[src/rtl/pool_drain_if.sv]
// Result stream from the pool-drain controller to the next-layer loader.
// Valid/ready handshake. A beat moves when valid and ready are both high.
interface pool_drain_if #(
    parameter int DATA_WIDTH = 8
);
    logic                  valid;
    logic [DATA_WIDTH-1:0] data;
    logic                  last;
    logic                  ready;

    modport master (output valid, output data, output last, input ready);
    modport slave  (input valid, input data, input last, output ready);
endinterface

[src/rtl/pool_drain_ctrl.sv]
// Drains pooled/activated result bytes from the SA or FC result BRAM once a layer completes.
// The bytes go out in address order on a valid/ready stream. A pool-stage clear pulses at the end.
module pool_drain_ctrl #(
    parameter int CH_NUM        = 16,
    parameter int DATA_WIDTH    = 8,
    parameter int SA_ADDR_WIDTH = 14,
    parameter int FC_ADDR_WIDTH = 10
) (
    input  logic                     clk,
    input  logic                     rst,
    input  logic                     start_i,
    input  logic                     mode_i,
    input  logic [CH_NUM-1:0]        ch_mask_i,
    input  logic [SA_ADDR_WIDTH:0]   len_i,
    input  logic [CH_NUM-1:0]        pool_last_i,
    input  logic                     act_last_i,
    output logic                     sa_rden_o,
    output logic [SA_ADDR_WIDTH-1:0] sa_rdptr_o,
    input  logic [DATA_WIDTH-1:0]    sa_rdata_i,
    output logic                     fc_rden_o,
    output logic [FC_ADDR_WIDTH-1:0] fc_rdptr_o,
    input  logic [DATA_WIDTH-1:0]    fc_rdata_i,
    pool_drain_if.master             m,
    output logic                     busy_o,
    output logic                     done_o,
    output logic                     pool_clr_o
);

    typedef enum logic [1:0] {IDLE, WAIT, READ, DONE} state_t;

    state_t                  state, state_nxt;
    logic                    mode;
    logic [CH_NUM-1:0]       mask;
    logic [CH_NUM-1:0]       sticky;
    logic                    act_seen;
    logic [SA_ADDR_WIDTH:0]  len;
    logic [SA_ADDR_WIDTH:0]  issued;
    logic [SA_ADDR_WIDTH:0]  beats;
    logic                    inflight;
    logic                    out_vld, skid_vld;
    logic [DATA_WIDTH-1:0]   out_data, skid_data;
    logic [DATA_WIDTH-1:0]   rdata;
    logic [2:0]              level;
    logic                    issue, pop, wait_done, start_ok;

    assign start_ok  = (state == IDLE) && start_i;
    assign wait_done = mode ? (act_seen | act_last_i)
                            : (((sticky | pool_last_i) & mask) == mask);

    // Entries held plus the read whose data lands this cycle. A new read is issued only
    // if it still fits once this cycle's pop has left, so the skid can never overflow.
    assign pop   = out_vld & m.ready;
    assign level = {2'b00, out_vld} + {2'b00, skid_vld} + {2'b00, inflight};
    assign issue = (state == READ) && (issued != len) && ((level - {2'b00, pop}) < 3'd2);

    assign sa_rden_o  = issue & ~mode;
    assign fc_rden_o  = issue & mode;
    assign sa_rdptr_o = sa_rden_o ? issued[SA_ADDR_WIDTH-1:0] : '0;
    assign fc_rdptr_o = fc_rden_o ? issued[FC_ADDR_WIDTH-1:0] : '0;
    assign rdata      = mode ? fc_rdata_i : sa_rdata_i;

    assign m.valid    = out_vld;
    assign m.data     = out_data;
    assign m.last     = out_vld && (beats == len - 1'b1);

    assign busy_o     = (state != IDLE);
    assign done_o     = (state == DONE);
    assign pool_clr_o = (state == DONE);

    always_ff @(posedge clk or posedge rst) begin
        if (rst) state <= IDLE;
        else     state <= state_nxt;
    end

    always_comb begin
        state_nxt = state;
        case (state)
            IDLE: if (start_i) state_nxt = WAIT;
            WAIT: if (wait_done) state_nxt = (len != '0) ? READ : DONE;
            READ: if (pop && m.last) state_nxt = DONE;
            DONE: state_nxt = IDLE;
            default: state_nxt = IDLE;
        endcase
    end

    // Latched config, completion tracking and the address/beat counters
    always_ff @(posedge clk or posedge rst) begin
        if (rst) begin
            mode     <= 1'b0;
            mask     <= '0;
            len      <= '0;
            sticky   <= '0;
            act_seen <= 1'b0;
            issued   <= '0;
            beats    <= '0;
            inflight <= 1'b0;
        end else begin
            inflight <= issue;
            if (start_ok) begin
                mode     <= mode_i;
                mask     <= ch_mask_i;
                len      <= len_i;
                sticky   <= pool_last_i;
                act_seen <= act_last_i;
                issued   <= '0;
                beats    <= '0;
            end else begin
                if (state == WAIT) sticky <= sticky | pool_last_i;
                if (issue)         issued <= issued + 1'b1;
                if (pop)           beats  <= beats + 1'b1;
            end
        end
    end

    // Output register plus skid. The skid fills only while the head is stalled,
    // so the head data stays put until it is accepted.
    always_ff @(posedge clk or posedge rst) begin
        if (rst) begin
            out_vld   <= 1'b0;
            out_data  <= '0;
            skid_vld  <= 1'b0;
            skid_data <= '0;
        end else if (!out_vld || pop) begin
            if (skid_vld) begin
                out_vld   <= 1'b1;
                out_data  <= skid_data;
                skid_vld  <= inflight;
                if (inflight) skid_data <= rdata;
            end else begin
                out_vld <= inflight;
                if (inflight) out_data <= rdata;
            end
        end else if (inflight) begin
            skid_vld  <= 1'b1;
            skid_data <= rdata;
        end
    end

endmodule

[src/flat_wrapper.sv]
// flat-port wrapper written by rule: the top's interface ports become plain ports
module pool_drain_ctrl_flat 
#(
    parameter int CH_NUM        = 16,
    parameter int DATA_WIDTH    = 8,
    parameter int SA_ADDR_WIDTH = 14,
    parameter int FC_ADDR_WIDTH = 10
)
  (clk, rst, start_i, mode_i, ch_mask_i, len_i, pool_last_i, act_last_i, sa_rden_o, sa_rdptr_o, sa_rdata_i, fc_rden_o, fc_rdptr_o, fc_rdata_i, busy_o, done_o, pool_clr_o, m_valid, m_data, m_last, m_ready);
  pool_drain_if #(.DATA_WIDTH(DATA_WIDTH)) m_i ();
  input  logic clk;
  input  logic rst;
  input  logic start_i;
  input  logic mode_i;
  input  logic [CH_NUM-1:0] ch_mask_i;
  input  logic [SA_ADDR_WIDTH:0] len_i;
  input  logic [CH_NUM-1:0] pool_last_i;
  input  logic act_last_i;
  output logic sa_rden_o;
  output logic [SA_ADDR_WIDTH-1:0] sa_rdptr_o;
  input  logic [DATA_WIDTH-1:0] sa_rdata_i;
  output logic fc_rden_o;
  output logic [FC_ADDR_WIDTH-1:0] fc_rdptr_o;
  input  logic [DATA_WIDTH-1:0] fc_rdata_i;
  output logic busy_o;
  output logic done_o;
  output logic pool_clr_o;
  output wire logic [$bits(m_i.valid)-1:0] m_valid;
  output wire logic [$bits(m_i.data)-1:0] m_data;
  output wire logic [$bits(m_i.last)-1:0] m_last;
  input wire logic [$bits(m_i.ready)-1:0] m_ready;
  assign m_valid = m_i.valid;
  assign m_data = m_i.data;
  assign m_last = m_i.last;
  assign m_i.ready = m_ready;
  pool_drain_ctrl #(.CH_NUM(CH_NUM), .DATA_WIDTH(DATA_WIDTH), .SA_ADDR_WIDTH(SA_ADDR_WIDTH), .FC_ADDR_WIDTH(FC_ADDR_WIDTH)) u_core (.clk(clk), .rst(rst), .start_i(start_i), .mode_i(mode_i), .ch_mask_i(ch_mask_i), .len_i(len_i), .pool_last_i(pool_last_i), .act_last_i(act_last_i), .sa_rden_o(sa_rden_o), .sa_rdptr_o(sa_rdptr_o), .sa_rdata_i(sa_rdata_i), .fc_rden_o(fc_rden_o), .fc_rdptr_o(fc_rdptr_o), .fc_rdata_i(fc_rdata_i), .m(m_i), .busy_o(busy_o), .done_o(done_o), .pool_clr_o(pool_clr_o));
endmodule
[config.mk]
export PLATFORM = sky130hd
export DESIGN_NAME = pool_drain_ctrl_flat
export DESIGN_NICKNAME = d
export VERILOG_FILES = /design/src/rtl/pool_drain_if.sv /design/src/rtl/pool_drain_ctrl.sv /design/src/flat_wrapper.sv
export SDC_FILE = /design/constraint.sdc
export NUM_CORES = 1
export LEC_CHECK = 0
export CAP_MARGIN = 20
export CORE_MARGIN = 2
export CORE_UTILIZATION = 50
export DETAILED_ROUTE_END_ITERATION = 16
export PLACE_DENSITY = 0.87
export SYNTH_ARGS = -nofsm -noshare
export SYNTH_HDL_FRONTEND = slang
export SYNTH_SLANG_ARGS = --single-unit
[constraint.sdc]
create_clock -name clk -period 4.7 [get_ports clk]
set_input_delay 0.705 -clock clk [delete_from_list [all_inputs] [get_ports clk]]
set_output_delay 0.705 -clock clk [all_outputs]
set_load 0.01 [all_outputs]
==> metrics.md <==
| Metric | Value |
|---|---|
| Max clock buf depth | `2` |
| Clock Sinks | `100` |
| Total setup buffers inserted after CTS | `0` |
| NumNets Final | `760` |
| Slew Limit Fails | `0` |
| VDD IR max | `0.224 mV` |
| Hold Buf Count CTS | `0` |
| CTS H-tree lvls | `3` |
| Synth Instances | `589` |
| Slew margin rel. | `31.3%` |
| Mapped cell area | `5320 µm²` |
| Clk root buf | `clkbuf_8` |
| Gpl congestion | `0.870` |
| First-pass GRT wire length | `22000 µm` |
| DRT Pass-1 Iters | `5` |
| CP endpoint kind | `output port` |
| Post-route minimum period | `4.29 ns` |
| Die X | `107 µm` |
| Number of I/O pins | `108` |
| Unique masters post-synth | `47` |
| Status | `finished, final reports clean` |
| Post-route cell area | `6710 µm²` |
| Post-synth EDFFs | `0` |
| Syn Area/Cell | `9.03 µm²` |
| Clock skew | `0.00875 ns` |
| Antenna diodes | `0` |
| Arr. time, crit path | `3.58 ns` |
| Crit path buffers/inverters | `3` |
| Most frequent cells in the layout | `nand2_1, clkdlybuf4s50_1, dfrtp_1, nor2_1, xor2_1` |
| DR WL/cell | `16.4 µm` |
| CTS tree | `built` |
| Critical path launch point | `m_ready` |
| Worst Tran Pin Value | `1.02 ns` |
| Core area | `10300 µm²` |
| Via count | `4642` |
| Worst EP required | `3.99 ns` |
| Largest net degree at the start of global routing | `71` |
| Pleak | `0.00307 µW` |
| FP Rows | `37` |
| Slowest cell delay on critical path | `0.54 ns` |
| MaxCap Viol Count | `0` |
| Die Span Y | `107 µm` |
| Cells after DPL | `805` |
| Grt ovf | `0` |
| WS Path Type | `in2out` |
| Worst-Skew Late Latency | `0.38 ns` |
| Highest Clock Rate | `233 MHz` |
| Hold Path Class | `reg2reg` |
| CP top delay family | `simple AND/OR/NAND/NOR gates` |
| Overall power | `3600 µW` |
| Vias per cell | `5.65` |
| Net Count, Synth | `668` |
| DR iter-0 viols | `294` |
| Seq cells post-synth | `100` |
| Async S/R FF share, synth | `100%` |
| Endpoints failing hold | `0` |
| Starting Density | `51.5%` |
| Die Area | `11500 µm²` |
| Post-synth top area share | `47.0%` |
| Antenna-violating nets left | `0` |
| PwrDens | `537 nW/µm²` |
| Synth top area cells | `dfrtp_1, nand2_1, xor2_1, nor2_1, and2_1` |
| RSZ-0062 raised after global routing | `no` |
| Hold_sp | `u_core.mask[13]` |
| Seq/Total Area, Yosys | `47.0%` |
| Most common cell on crit path | `and2_1` |
| DRC viols | `0` |
| Placed Area | `6460 µm²` |
| Final non-filler cell total | `822` |
| GRT Total Usage | `24.3%` |
| CTS Buf Count | `9` |
| Dominant synthesized flop cell | `dfrtp_1` |
| Ordered list of cells on the worst path | `clkdlybuf4s50_1 > nand2_1 > inv_1 > ha_1 > nor2b_1 > xnor2_1 > and2_1 > and2_1 > nor2b_1 > and2_1 > clkdlybuf4s50_1` |
| R2R Path Start | `u_core.len[0]` |
| Share of layout cells above drive strength 1 | `4.37%` |
| CP max stage cell | `clkdlybuf4s50_1` |
| Final setup TNS | `0 ns` |
| Initial antenna violation count | `0` |
| Buffers added on ports | `107` |
| P&R area growth vs syn | `26.0%` |
| Clock Pin Slew Worst Setup and Hold Paths | `0.09 ns` |
| Synth area leader | `dfrtp_1` |
| Post-CTS sizing | `0` |
| Fin crit share | `91.3%` |
| Hpwl dp | `9590 µm` |
| Final setup vio count | `0` |
| Max Fanout on Critical Path | `14` |
| Vias in the first global route | `4662` |
| Critical Path Start Type | `input pin` |
| Drt total wl | `13500 µm` |
| Leading cell type in the layout, fill and taps excluded | `nand2_1` |
| Synthesis Warnings | `0` |
[through the flow]
stage	hold slack [ns]	worst slack (ns)	util, %
after floorplan	0.440	1.38	-
after global placement	0.455	0.566	62.6
after detailed placement	0.462	0.453	62.6
after CTS	0.484	0.413	64.9
after global routing	0.522	0.0739	65.0
final	0.483	0.410	65.0
[power breakdown]
part,total (µW),switching (µW),internal [µW]
clock network,652,301,351
logic,1420,740,681
registers,1530,361,1170
total,3600,1400,2200
[path summary, 6_finish.rpt]
| path | to | slack, ns | depth (start not counted) |
|---|---|---|---|
| setup reg to reg | u_core.state[1] | 1.47 | 9 |
| max in group asynchronous | u_core.issued[5] | 2.92 | 3 |
| min in group asynchronous | u_core.mask[11] | 0.85 | 2 |
| setup / recovery | sa_rdptr_o[12] | 0.41 | 11 |
| hold reg to reg | u_core.mask[13] | 0.48 | 2 |
| hold / removal | u_core.mask[13] | 0.48 | 2 |
[synthesized netlist by cell type (11+ instances only)]
| library cell | n |
|---|---|
| inv_1 | 11 |
| nand4_1 | 14 |
| xor2_1 | 38 |
| a22o_1 | 16 |
| mux2i_1 | 11 |
| dfrtp_1 | 100 |
| a21oi_1 | 19 |
| nor2_1 | 53 |
| nand3_1 | 12 |
| nand2_1 | 127 |
| xnor2_1 | 19 |
| and2_1 | 30 |
| o21ai_0 | 31 |
| clkbuf_1 | 24 |
[flip-flops by register name, summed over array words and instances (netlist names)]
register / count
u_core.beats: 15
u_core.len: 15
u_core.issued: 15
u_core.mode: 1
u_core.act_seen: 1
u_core.mask: 16
u_core.m.valid: 1
u_core.m.data: 8
u_core.skid_vld: 1
u_core.sticky: 16
u_core.skid_data: 8
u_core.state: 2
u_core.inflight: 1
[tightest hold or removal path: stages (launching register included)]
cell,delay [ns]
dfrtp_1,0.35
nand2_1,0.05
nand2_1,0.06
[final cells by class]
cell class	instances	area [µm²]
well taps	136	170
repair buffers	112	1110
clock buffers	9	124
flip-flops and latches	100	2500
fillers	827	3620
clock inverters	7	115
multi-input cells	447	2640
inverters	11	43.8
[layer usage]
layer  part of all wire (%)  track usage, %
met1                     39            29.2
met2                     52            43.4
met3                    7.1            4.80
met4                    1.7            8.07
met5                      0               0
[kinds of logic after synthesis]
kind of cell               synth area share, %
AOI/OAI and AO/OA                         10.5
xor gates and xnor gates                  9.38
adders and majority gates                 2.35
buffers and inverters                     3.34
DFF                                       47.0
muxes                                     2.35
and+or+nand+nor                           25.1
Power figures use the tool's default switching activity.
